`src/rtl/fast9_corner_collector_pkg.sv`:
```
// Shared constants for the FAST-9 corner collector: default geometry, corner marker,
// FSM state encodings and a saturating counter helper.
package fast9_corner_collector_pkg;

  localparam int unsigned ImgW      = 180;
  localparam int unsigned ImgH      = 180;
  localparam int unsigned AddrW     = 15;
  localparam int unsigned CoordW    = 8;
  localparam int unsigned FifoDepth = 8;
  localparam logic [7:0]  Marker    = 8'hA5;

  localparam logic [1:0] StIdle = 2'd0;
  localparam logic [1:0] StDiv  = 2'd1;
  localparam logic [1:0] StOut  = 2'd2;

  function automatic logic [15:0] sat_inc16(input logic [15:0] v);
    return (v == 16'hFFFF) ? v : v + 16'd1;
  endfunction

endpackage

```
`src/rtl/fast9_corner_collector_fifo.sv`:
```
// Synchronous address FIFO; pointers carry one extra wrap bit to tell full from empty.
// A push while full is accepted when a pop happens in the same cycle.
module fast9_corner_collector_fifo #(
  parameter int unsigned DEPTH = 8,
  parameter int unsigned WIDTH = 15
) (
  input  logic             clock,
  input  logic             nReset,
  input  logic             push,
  input  logic [WIDTH-1:0] wdata,
  input  logic             pop,
  output logic [WIDTH-1:0] rdata,
  output logic             full,
  output logic             empty
);

  localparam int unsigned PtrW = $clog2(DEPTH);
  localparam logic [PtrW:0] PtrOne = {{PtrW{1'b0}}, 1'b1};

  logic [PtrW:0]    wr_ptr_q, wr_ptr_d, rd_ptr_q, rd_ptr_d;
  logic [WIDTH-1:0] mem_q [DEPTH];
  logic             do_push, do_pop;

  always_comb begin
    empty    = (wr_ptr_q == rd_ptr_q);
    full     = (wr_ptr_q[PtrW] != rd_ptr_q[PtrW]) &&
               (wr_ptr_q[PtrW-1:0] == rd_ptr_q[PtrW-1:0]);
    do_pop   = pop && !empty;
    do_push  = push && (!full || do_pop);
    wr_ptr_d = do_push ? wr_ptr_q + PtrOne : wr_ptr_q;
    rd_ptr_d = do_pop ? rd_ptr_q + PtrOne : rd_ptr_q;
    rdata    = mem_q[rd_ptr_q[PtrW-1:0]];
  end

  always_ff @(posedge clock or negedge nReset) begin
    if (!nReset) begin
      wr_ptr_q <= '0;
      rd_ptr_q <= '0;
    end else begin
      wr_ptr_q <= wr_ptr_d;
      rd_ptr_q <= rd_ptr_d;
    end
  end

  always_ff @(posedge clock) begin
    if (do_push) mem_q[wr_ptr_q[PtrW-1:0]] <= wdata;
  end

endmodule

```
`src/rtl/fast9_corner_collector.sv`:
```
// Captures marker pixels from the FAST-9 stream, converts each linear address to (x,y)
// with a restoring divider, and streams corners out over valid/ready with frame statistics.
module fast9_corner_collector
  import fast9_corner_collector_pkg::*;
#(
  parameter int unsigned IMG_W      = ImgW,
  parameter int unsigned IMG_H      = ImgH,
  parameter int unsigned ADDR_W     = AddrW,
  parameter int unsigned COORD_W    = CoordW,
  parameter int unsigned FIFO_DEPTH = FifoDepth,
  parameter logic [7:0]  MARKER     = Marker
) (
  input  logic               clock,
  input  logic               nReset,
  input  logic [ADDR_W-1:0]  inAddr,
  input  logic [7:0]         inPixel,
  input  logic               inValid,
  output logic [COORD_W-1:0] cornerX,
  output logic [COORD_W-1:0] cornerY,
  output logic               cornerValid,
  input  logic               cornerReady,
  output logic [15:0]        cornerCount,
  output logic [15:0]        frameCorners,
  output logic               frameDone,
  output logic               overflow,
  output logic               addrError
);

  localparam int unsigned NumPix = IMG_W * IMG_H;
  localparam int unsigned RemW   = $clog2(IMG_W) + 1;
  localparam int unsigned CntW   = $clog2(ADDR_W);
  localparam logic [ADDR_W:0]   NumPixW  = (ADDR_W + 1)'(NumPix);
  localparam logic [ADDR_W-1:0] LastAddr = ADDR_W'(NumPix - 1);
  localparam logic [RemW-1:0]   Divisor  = RemW'(IMG_W);
  localparam logic [CntW-1:0]   LastCnt  = CntW'(ADDR_W - 1);

  if (IMG_W > (2 ** COORD_W) || IMG_H > (2 ** COORD_W)) begin : gen_coord_chk
    $error("IMG_W and IMG_H must not exceed 2**COORD_W");
  end
  if (NumPix > (2 ** ADDR_W)) begin : gen_addr_chk
    $error("IMG_W*IMG_H must fit in ADDR_W bits");
  end
  if (FIFO_DEPTH < 2 || (FIFO_DEPTH & (FIFO_DEPTH - 1)) != 0) begin : gen_depth_chk
    $error("FIFO_DEPTH must be a power of two and at least 2");
  end

  logic [1:0]         state_q, state_d;
  logic [ADDR_W-1:0]  dvd_q, dvd_d;  // dividend shifts out the top, quotient shifts in below
  logic [RemW-1:0]    rem_q, rem_d;
  logic [CntW-1:0]    cnt_q, cnt_d;
  logic [COORD_W-1:0] x_q, x_d, y_q, y_d;
  logic [15:0]        count_q, count_d, frame_corners_q, frame_corners_d, count_inc;
  logic               frame_done_q, frame_done_d;
  logic               overflow_q, overflow_d, addr_err_q, addr_err_d;

  logic               fifo_push, fifo_pop, fifo_full, fifo_empty;
  logic [ADDR_W-1:0]  fifo_rdata;
  logic               is_marker, in_range, frame_end;
  logic [RemW-1:0]    rem_shift, rem_next;
  logic [ADDR_W-1:0]  q_next;
  logic               rem_ge;

  fast9_corner_collector_fifo #(
    .DEPTH (FIFO_DEPTH),
    .WIDTH (ADDR_W)
  ) u_fifo (
    .clock  (clock),
    .nReset (nReset),
    .push   (fifo_push),
    .wdata  (inAddr),
    .pop    (fifo_pop),
    .rdata  (fifo_rdata),
    .full   (fifo_full),
    .empty  (fifo_empty)
  );

  // Capture, sticky flags and frame accounting.
  always_comb begin
    is_marker       = inValid && (inPixel == MARKER);
    in_range        = {1'b0, inAddr} < NumPixW;
    frame_end       = inValid && (inAddr == LastAddr);
    fifo_push       = is_marker && in_range && (!fifo_full || fifo_pop);
    overflow_d      = overflow_q | (is_marker && in_range && fifo_full && !fifo_pop);
    addr_err_d      = addr_err_q | (is_marker && !in_range);
    count_inc       = fifo_push ? sat_inc16(count_q) : count_q;
    count_d         = frame_end ? 16'd0 : count_inc;
    frame_corners_d = frame_end ? count_inc : frame_corners_q;
    frame_done_d    = frame_end;
  end

  // One restoring-division step; the remainder never exceeds 2*IMG_W-1 before subtraction.
  always_comb begin
    rem_shift = (rem_q << 1) | {{(RemW - 1){1'b0}}, dvd_q[ADDR_W-1]};
    rem_ge    = rem_shift >= Divisor;
    rem_next  = rem_ge ? rem_shift - Divisor : rem_shift;
    q_next    = {dvd_q[ADDR_W-2:0], rem_ge};
  end

  always_comb begin
    state_d  = state_q;
    dvd_d    = dvd_q;
    rem_d    = rem_q;
    cnt_d    = cnt_q;
    x_d      = x_q;
    y_d      = y_q;
    fifo_pop = 1'b0;
    case (state_q)
      StIdle: begin
        if (!fifo_empty) begin
          fifo_pop = 1'b1;
          dvd_d    = fifo_rdata;
          rem_d    = '0;
          cnt_d    = '0;
          state_d  = StDiv;
        end
      end
      StDiv: begin
        dvd_d = q_next;
        rem_d = rem_next;
        cnt_d = cnt_q + CntW'(1);
        if (cnt_q == LastCnt) begin
          x_d     = COORD_W'(rem_next);
          y_d     = COORD_W'(q_next);
          state_d = StOut;
        end
      end
      StOut: begin
        if (cornerReady) state_d = StIdle;
      end
      default: state_d = StIdle;
    endcase
  end

  always_ff @(posedge clock or negedge nReset) begin
    if (!nReset) begin
      state_q         <= StIdle;
      dvd_q           <= '0;
      rem_q           <= '0;
      cnt_q           <= '0;
      x_q             <= '0;
      y_q             <= '0;
      count_q         <= '0;
      frame_corners_q <= '0;
      frame_done_q    <= 1'b0;
      overflow_q      <= 1'b0;
      addr_err_q      <= 1'b0;
    end else begin
      state_q         <= state_d;
      dvd_q           <= dvd_d;
      rem_q           <= rem_d;
      cnt_q           <= cnt_d;
      x_q             <= x_d;
      y_q             <= y_d;
      count_q         <= count_d;
      frame_corners_q <= frame_corners_d;
      frame_done_q    <= frame_done_d;
      overflow_q      <= overflow_d;
      addr_err_q      <= addr_err_d;
    end
  end

  assign cornerX      = x_q;
  assign cornerY      = y_q;
  assign cornerValid  = (state_q == StOut);
  assign cornerCount  = count_q;
  assign frameCorners = frame_corners_q;
  assign frameDone    = frame_done_q;
  assign overflow     = overflow_q;
  assign addrError    = addr_err_q;

endmodule
```
`config.mk`:
```
export PLATFORM = sky130hd
export DESIGN_NAME = fast9_corner_collector
export DESIGN_NICKNAME = d
export VERILOG_FILES = /design/src/rtl/fast9_corner_collector_pkg.sv /design/src/rtl/fast9_corner_collector_fifo.sv /design/src/rtl/fast9_corner_collector.sv
export SDC_FILE = /design/constraint.sdc
export NUM_CORES = 1
export LEC_CHECK = 0
export ABC_AREA = 1
export CAP_MARGIN = 20
export CORE_ASPECT_RATIO = 0.9
export CORE_MARGIN = 2
export CORE_UTILIZATION = 30
export CTS_CLUSTER_DIAMETER = 60
export DETAILED_ROUTE_END_ITERATION = 10
export MAX_ROUTING_LAYER = met4
export PLACE_DENSITY = 0.48
export SKIP_CTS_REPAIR_TIMING = 1
export SKIP_LAST_GASP = 1
export SLEW_MARGIN = 20
export SYNTH_ARGS = -nofsm -noshare
export SYNTH_HDL_FRONTEND = slang
export SYNTH_HIERARCHICAL = 1
export SYNTH_SLANG_ARGS = --single-unit
```
`constraint.sdc`:
```
create_clock -name clock -period 4.2 [get_ports clock]
set_input_delay 0.84 -clock clock [delete_from_list [all_inputs] [get_ports clock]]
set_output_delay 0.84 -clock clock [all_outputs]
set_load 0.005 [all_outputs]
```
; After elaboration in Yosys (flattened, before gate mapping)
; Memories as Yosys holds them, arrays and structs flattened.
; Index checks and enable logic that the tools add are counted.
[word_totals]
word_cells = 75
mem_count = 1
in_bits = 27
mem_bits_rw = 120
output_inout_bits = 52
reg_bits = 88
[op_classes]
addsub = 5
eq_ne = 12
order_cmp = 2
mux = 18
reduce_logical = 21
bitwise = 3
[mem_list]
columns = name, words, width, rd, rd_clocked_by_memory_dff, write_ports, line_no
row1 = u_fifo.mem_q, 8, 15, 1, 0, 1, fast9_corner_collector_fifo.sv:21  ; logic [WIDTH-1:0] mem_q [DEPTH];
[op_table]
columns = operator, count
row1 = two-way mux 16 bit, 3
row2 = one-hot mux 15 bit (2 select lines), 1
row3 = adder 16 x 1 -> 16 bit (second input constant), 1
row4 = equality test 16 bit (second input constant), 1
row5 = two-way mux 8 bit, 2
row6 = one-hot mux 8 bit (2 select lines), 1
row7 = equality test 15 bit (second input constant), 1
row8 = less-than comparator 15 bit (second input constant), 1
row9 = two-way mux 15 bit, 1
row10 = adder 4 x 1 -> 4 bit (second input constant), 3
row11 = logical AND 1 bit, 10
row12 = >= comparator 9 x 8 -> 1 bit (second input constant), 1
row13 = bitwise OR 9 x 1 -> 9 bit, 1
row14 = equality test 8 bit (second input constant), 1
row15 = one-hot mux 4 bit (2 select lines), 1
row16 = subtractor 8 bit (second input constant), 1
row17 = two-way mux 2 bit, 3
row18 = one-hot mux 2 bit (3 select lines), 1
row19 = equality test 4 bit, 1
row20 = equality test 4 bit (second input constant), 1
row21 = zero test 1 bit, 4
row22 = two-way mux 1 bit, 4
row23 = two-way mux 4 bit, 1
row24 = != test 2 bit (second input constant), 2
row25 = other kinds (11), 14

; Depth between registers and ports, before layout
[depth]
word_depth = 8
ltp_mapped = 17
mapped_depth_nobuf = 16

; Modules after synthesis
; Netlist, hierarchy kept.
[modules_own_cells]
columns = mod, seq_area_each_um2, instances, cells_each, area_per_inst_um2
row1 = fast9_corner_collector_fifo, 3803.6, 1, 419, 5176.2
row2 = fast9_corner_collector, 2001.9, 1, 551, 4146.5

; Worst setup path after synthesis
; OpenSTA, ideal clock, no wires.
[synth_timing]
path_type = reg-to-reg
from = register u_fifo.rd_ptr_q[0]
to = memory u_fifo.mem_q[4][0] (enable)
path_slack_ps = 1241
n_path_buf = 1
setup_time_ps = 386
path_stages_with_launch = 15
arrival_time_ps = 2572
t_required_ps = 3814
synth_period_minus_slack_ps = 2959
path_cell_list = dfrtp_1 > buf_2 > inv_2 > nand2_1 > nand2_1 > nor2_4 > nand3_2 > inv_1 > nor2_4 > inv_4 > nand2_4 > inv_1 > nor2_1 > nand3_2 > nor2_1
[synth_via]
elab_chain_cells = 8
word_cells_on_any_way = 14
classes_between = 2 x eq/ne / 4 x mux / 8 x reduce/logical
[synth_lines]
columns = item, line_no
row1 = "start, declared", fast9_corner_collector_fifo.sv:20  ; logic [PtrW:0] wr_ptr_q, wr_ptr_d, rd_ptr_q, rd_ptr_d;
row2 = "start signal, assigned", fast9_corner_collector_fifo.sv:41  ; rd_ptr_q <= rd_ptr_d;
row3 = equality test 4 bit, fast9_corner_collector_fifo.sv:25  ; empty = (wr_ptr_q == rd_ptr_q);
row4 = via fifo_empty, fast9_corner_collector.sv:56  ; logic fifo_push, fifo_pop, fifo_full, fifo_empty;
row5 = two-way mux 1 bit, fast9_corner_collector.sv:109  ; if (!fifo_empty) begin
row6 = two-way mux 1 bit, fast9_corner_collector.sv:107  ; case (state_q)
row7 = via fifo_pop, fast9_corner_collector.sv:56
row8 = logical OR 1 bit, fast9_corner_collector.sv:82  ; fifo_push = is_marker && in_range && (!fifo_full || fifo_pop);
row9 = logical AND 1 bit, fast9_corner_collector.sv:82
row10 = via fifo_push, fast9_corner_collector.sv:56
row11 = logical AND 1 bit, fast9_corner_collector_fifo.sv:29  ; do_push = push && (!full || do_pop);
row12 = two-way mux 1 bit, fast9_corner_collector_fifo.sv:46  ; if (do_push) mem_q[wr_ptr_q[PtrW-1:0]] <= wdata;
row13 = two-way mux 1 bit (implied by the code), fast9_corner_collector_fifo.sv:46
row14 = "end, declared", fast9_corner_collector_fifo.sv:21
; The timed path passes the listed nets, and every way through them passes these cells.

; Final worst setup path
[layout_timing]
from = register u_fifo.rd_ptr_q[1]
to = memory u_fifo.mem_q[7][5] (enable)
; The elaborated chain is that of the path after synthesis.

==> impl_metrics.py <==
metrics = {
    "floorplanning": {
        "rows": 61,
        "io_pins": 79,
        "dieHeight_um": 171.2,
        "die_w_um": 189.8,
        "start_util": 0.3031,
        "core_um2": 30760,
        "fp.dieArea_um2": 32500,
    },
    "placement": {
        "pre_cts_slack_ns": 0.7578,
        "numPortBuffers": 78,
        "place_congestion": 0.7957,
        "dp_hpwl_um": 15030,
    },
    "global_routing": {
        "grt_overflow_total": 0,
        "grt_pass1_wl_um": 37110,
        "use_met3": 0.01714,
        "grt_max_degree": 64,
        "first_global_vias": 6591,
        "grt_use_total": 0.1485,
        "grtUsageMet1": 0.2153,
        "antenna_found_initial": 0,
        "top_usage_layer": "met2",
        "met2_usage": 0.2239,
    },
    "synthesis": {
        "synth_area_leaders": "edfxtp_1, dfrtp_1, nand2_1",
        "synthArstFlopShare": 0.4231,
        "yosysTopAreaCell": "edfxtp_1",
        "synth_xor_area_frac": 0.01678,
        "synth_cells": 970,
        "synth_mux_area_frac": 0,
        "synth_edf_count": 120,
        "avgSynthCellArea_um2": 9.611,
        "synth_fp_nets": 1004,
        "synth-adder-area-share": 0.009395,
        "ys_seq_area_frac": 0.6227,
        "synth_compound_area_frac": 0.07610,
        "synth-simple-area-share": 0.2310,
        "ys_types": 37,
        "ys_ff_latch": 208,
        "syn_area_um2": 9323,
        "yosys.area.top_type_share": 0.3865,
        "synthFlopType": "edfxtp_1",
        "yosys_warnings": 6,
        "synth_top_family_by_area": "simple AND/OR/NAND/NOR gates",
    },
    "worst_setup_path": {
        "path_delay_family": "simple AND/OR/NAND/NOR gates",
        "worst-endpoint-arrival_ns": 3.35,
        "crit_fanout": 18,
        "slowest_delay_ns": 0.65,
        "path_class": "flop to flop",
        "rr_worst_depth": 15,
        "crit_chain": "nand2_1, nand2_2, nor2_4, nand3_2, inv_1, nor2_4, inv_4, nand2_4, inv_1, nor2_1, nand2_1, nor2_1, nand2_1, inv_1, buf_4",
        "crit_cells": 15,
        "end_kind": "flop",
        "crit_required_ns": 4.39,
        "critPathLaunchType": "flop",
        "critPathBufInv": 5,
        "slowest_stage": "dfrtp_1",
    },
    "final_layout": {
        "nNetsFinal": 1095,
        "drive_gt1_frac": 0.08442,
        "area.growth.synth_to_final_pct": 22.41,
        "filler_cell_count": 3094,
        "antenna_cells": 0,
    },
    "pwr": {
        "switchingPower_uw": 1700,
        "leakagePower_uw": 0.004756,
        "p_comb_frac": 0.209,
        "clock_power_share": 0.362,
        "swShare": 0.2952,
        "seq_power_share": 0.430,
        "intPower_uw": 4058,
        "vdd_drop_max_v": 0.0002703,
        "power.density_nw_per_um2": 504.6,
    },
    "timing": {
        "slew_violations": 0,
        "period_share": 0.7537,
        "setup_viol": 0,
        "fmax_mhz": 315.9,
        "rsz0062_at_grt": "false",
        "skew_ns": 0.01425,
        "fin_tns_setup_ns": 0,
        "slew-limit-headroom": 0.5282,
        "fin_ws_ns": 1.035,
        "min_period_ns": 3.165,
        "hold_viol": 0,
        "max_slew.worst_pin.slew_ns": 0.7060,
    },
    "clock_tree": {
        "cts_buffers": 24,
        "h-tree-depth": 1,
        "clk_pin_slew_worst_paths_ns": 0.06,
        "clkLatencyLatePin_ns": 0.51,
        "cts.sinks": 208,
        "cts_tree": "yes",
        "clk_path_buf_depth": 3,
        "cts-root-buf": "clkbuf_16",
    },
    "run": {
        "drv_cap": 0,
    },
    "outcome": {
        "outcome": "finished clean",
    },
    "routing": {
        "drtAntennaViolNets": 0,
        "drt_iter0_drc": 368,
        "wl_per_cell_um": 15.54,
        "route.vias.total": 6826,
        "dr.pass1.iters": 4,
        "drc": 0,
        "routed_via_density": 4.590,
        "wl_um": 23120,
    },
    "hold_path": {
        "hold_path.class": "primary input to asynchronous set/reset pin",
    },
}
## cell usage after synthesis, types with 3 or more instances
master / count
a211oi_1: 3
a21oi_1: 9
buf_1: 4
buf_2: 14
clkbuf_1: 17
dfrtp_1: 88
edfxtp_1: 120
ha_1: 7
inv_1: 53
inv_2: 7
nand2_1: 278
nand2_4: 3
nand3_1: 36
nand3_2: 5
nand4_1: 8
nor2_1: 139
nor2_2: 5
nor2_4: 3
nor3_1: 26
o211ai_1: 3
o21ai_0: 73
o21ai_1: 3
o21bai_1: 3
o22ai_1: 32
xnor2_1: 5
xor2_1: 11
## through the flow
| stage | hold slack, ns | util | area, um2 | total power, uW | cells |
|---|---|---|---|---|---|
| floorplan | 0.4490 | - | 9323 | 3313 | 970 |
| global placement | 0.4559 | 0.3453 | 10620 | 3740 | 1444 |
| detailed placement | 0.4599 | 0.3453 | 10620 | 3742 | 1444 |
| CTS | 0.3800 | 0.3710 | 11410 | 5845 | 1487 |
| global route | 0.4110 | 0.3710 | 11410 | 6113 | 1487 |
| finish | 0.3638 | 0.3710 | 11410 | 5758 | 1487 |
## worst paths after layout
check                                   start            endpoint  slack [ns]
min in group clock                 cornerY[4]          cornerY[4]        0.47
max in group asynchronous              nReset            dvd_q[6]        3.09
max reg2reg                u_fifo/rd_ptr_q[1]  u_fifo/mem_q[7][5]        1.03
min reg2reg                        cornerY[4]          cornerY[4]        0.47
min                                    nReset          cornerY[0]        0.36
max                        u_fifo/rd_ptr_q[1]  u_fifo/mem_q[7][5]        1.03
## state kept, by name, summed over array words and instances, names as in the netlist
signal and flops:
frameDone 1, cnt_q 4, cornerY 8, state_q 2, cornerCount 16, overflow 1
rem_q 8, frameCorners 16, addrError 1, cornerX 8, u_fifo/mem_q 120, u_fifo/rd_ptr_q 4
u_fifo/wr_ptr_q 4, dvd_q 15
## cell families (layout without fill, tap and decap cells)
family,Yosys count,in the layout
DFF,208,208
adders and majority gates,7,7
AOI/OAI and AO/OA,128,128
buffers and inverters,99,207
xor gates and xnor gates,17,17
and+or+nand+nor,511,511
## power by group through the flow
stage	combinational (uW)	sequential (uW)	clock (uW)
2_1_floorplan	826	2490	0
4_1_cts	1230	2480	2140
3_5_place_dp	1230	2520	0
5_1_grt	1380	2500	2230
6_report	1200	2470	2080
3_3_place_gp	1230	2510	0
## worst register-to-register path: stages, from the launching register on
cell and delay (ns):
dfrtp_1 0.65, nand2_1 0.13, nand2_2 0.11, nor2_4 0.06, nand3_2 0.13, inv_1 0.10
nor2_4 0.27, inv_4 0.16, nand2_4 0.16, inv_1 0.06, nor2_1 0.37, nand2_1 0.10
nor2_1 0.13, nand2_1 0.09, inv_1 0.06, buf_4 0.26
## layer usage
metal  up-vias  part of all wire
li1       3423                 -
met1      3258              0.52
met2       120              0.44
met3        25             0.032
met4         0             0.015
met5         -                 0
## layout make-up
type | instances | area, um2 | share of cell area
clock buffer | 31 | 658.1 | 0.05767
clock inverter | 12 | 132.6 | 0.01162
inverter | 61 | 231.5 | 0.02028
multi-input combinational | 663 | 3107 | 0.2722
sequential | 208 | 5806 | 0.5087
tap | 409 | 511.7 | 0.04484
timing repair buffer | 103 | 965.9 | 0.08464
## cell usage in the layout, fill, tap and decap left out, types with 7 or more instances in the layout
cell and n:
a21oi_1 9, buf_4 26, clkbuf_16 25, clkdlybuf4s50_1 77, dfrtp_1 88, edfxtp_1 120, ha_1 7, inv_1 53
inv_2 7, nand2_1 278, nand3_1 36, nand4_1 8, nor2_1 139, nor3_1 26, o21ai_0 73, o22ai_1 32
xor2_1 11
Power figures use the tool's default switching activity.
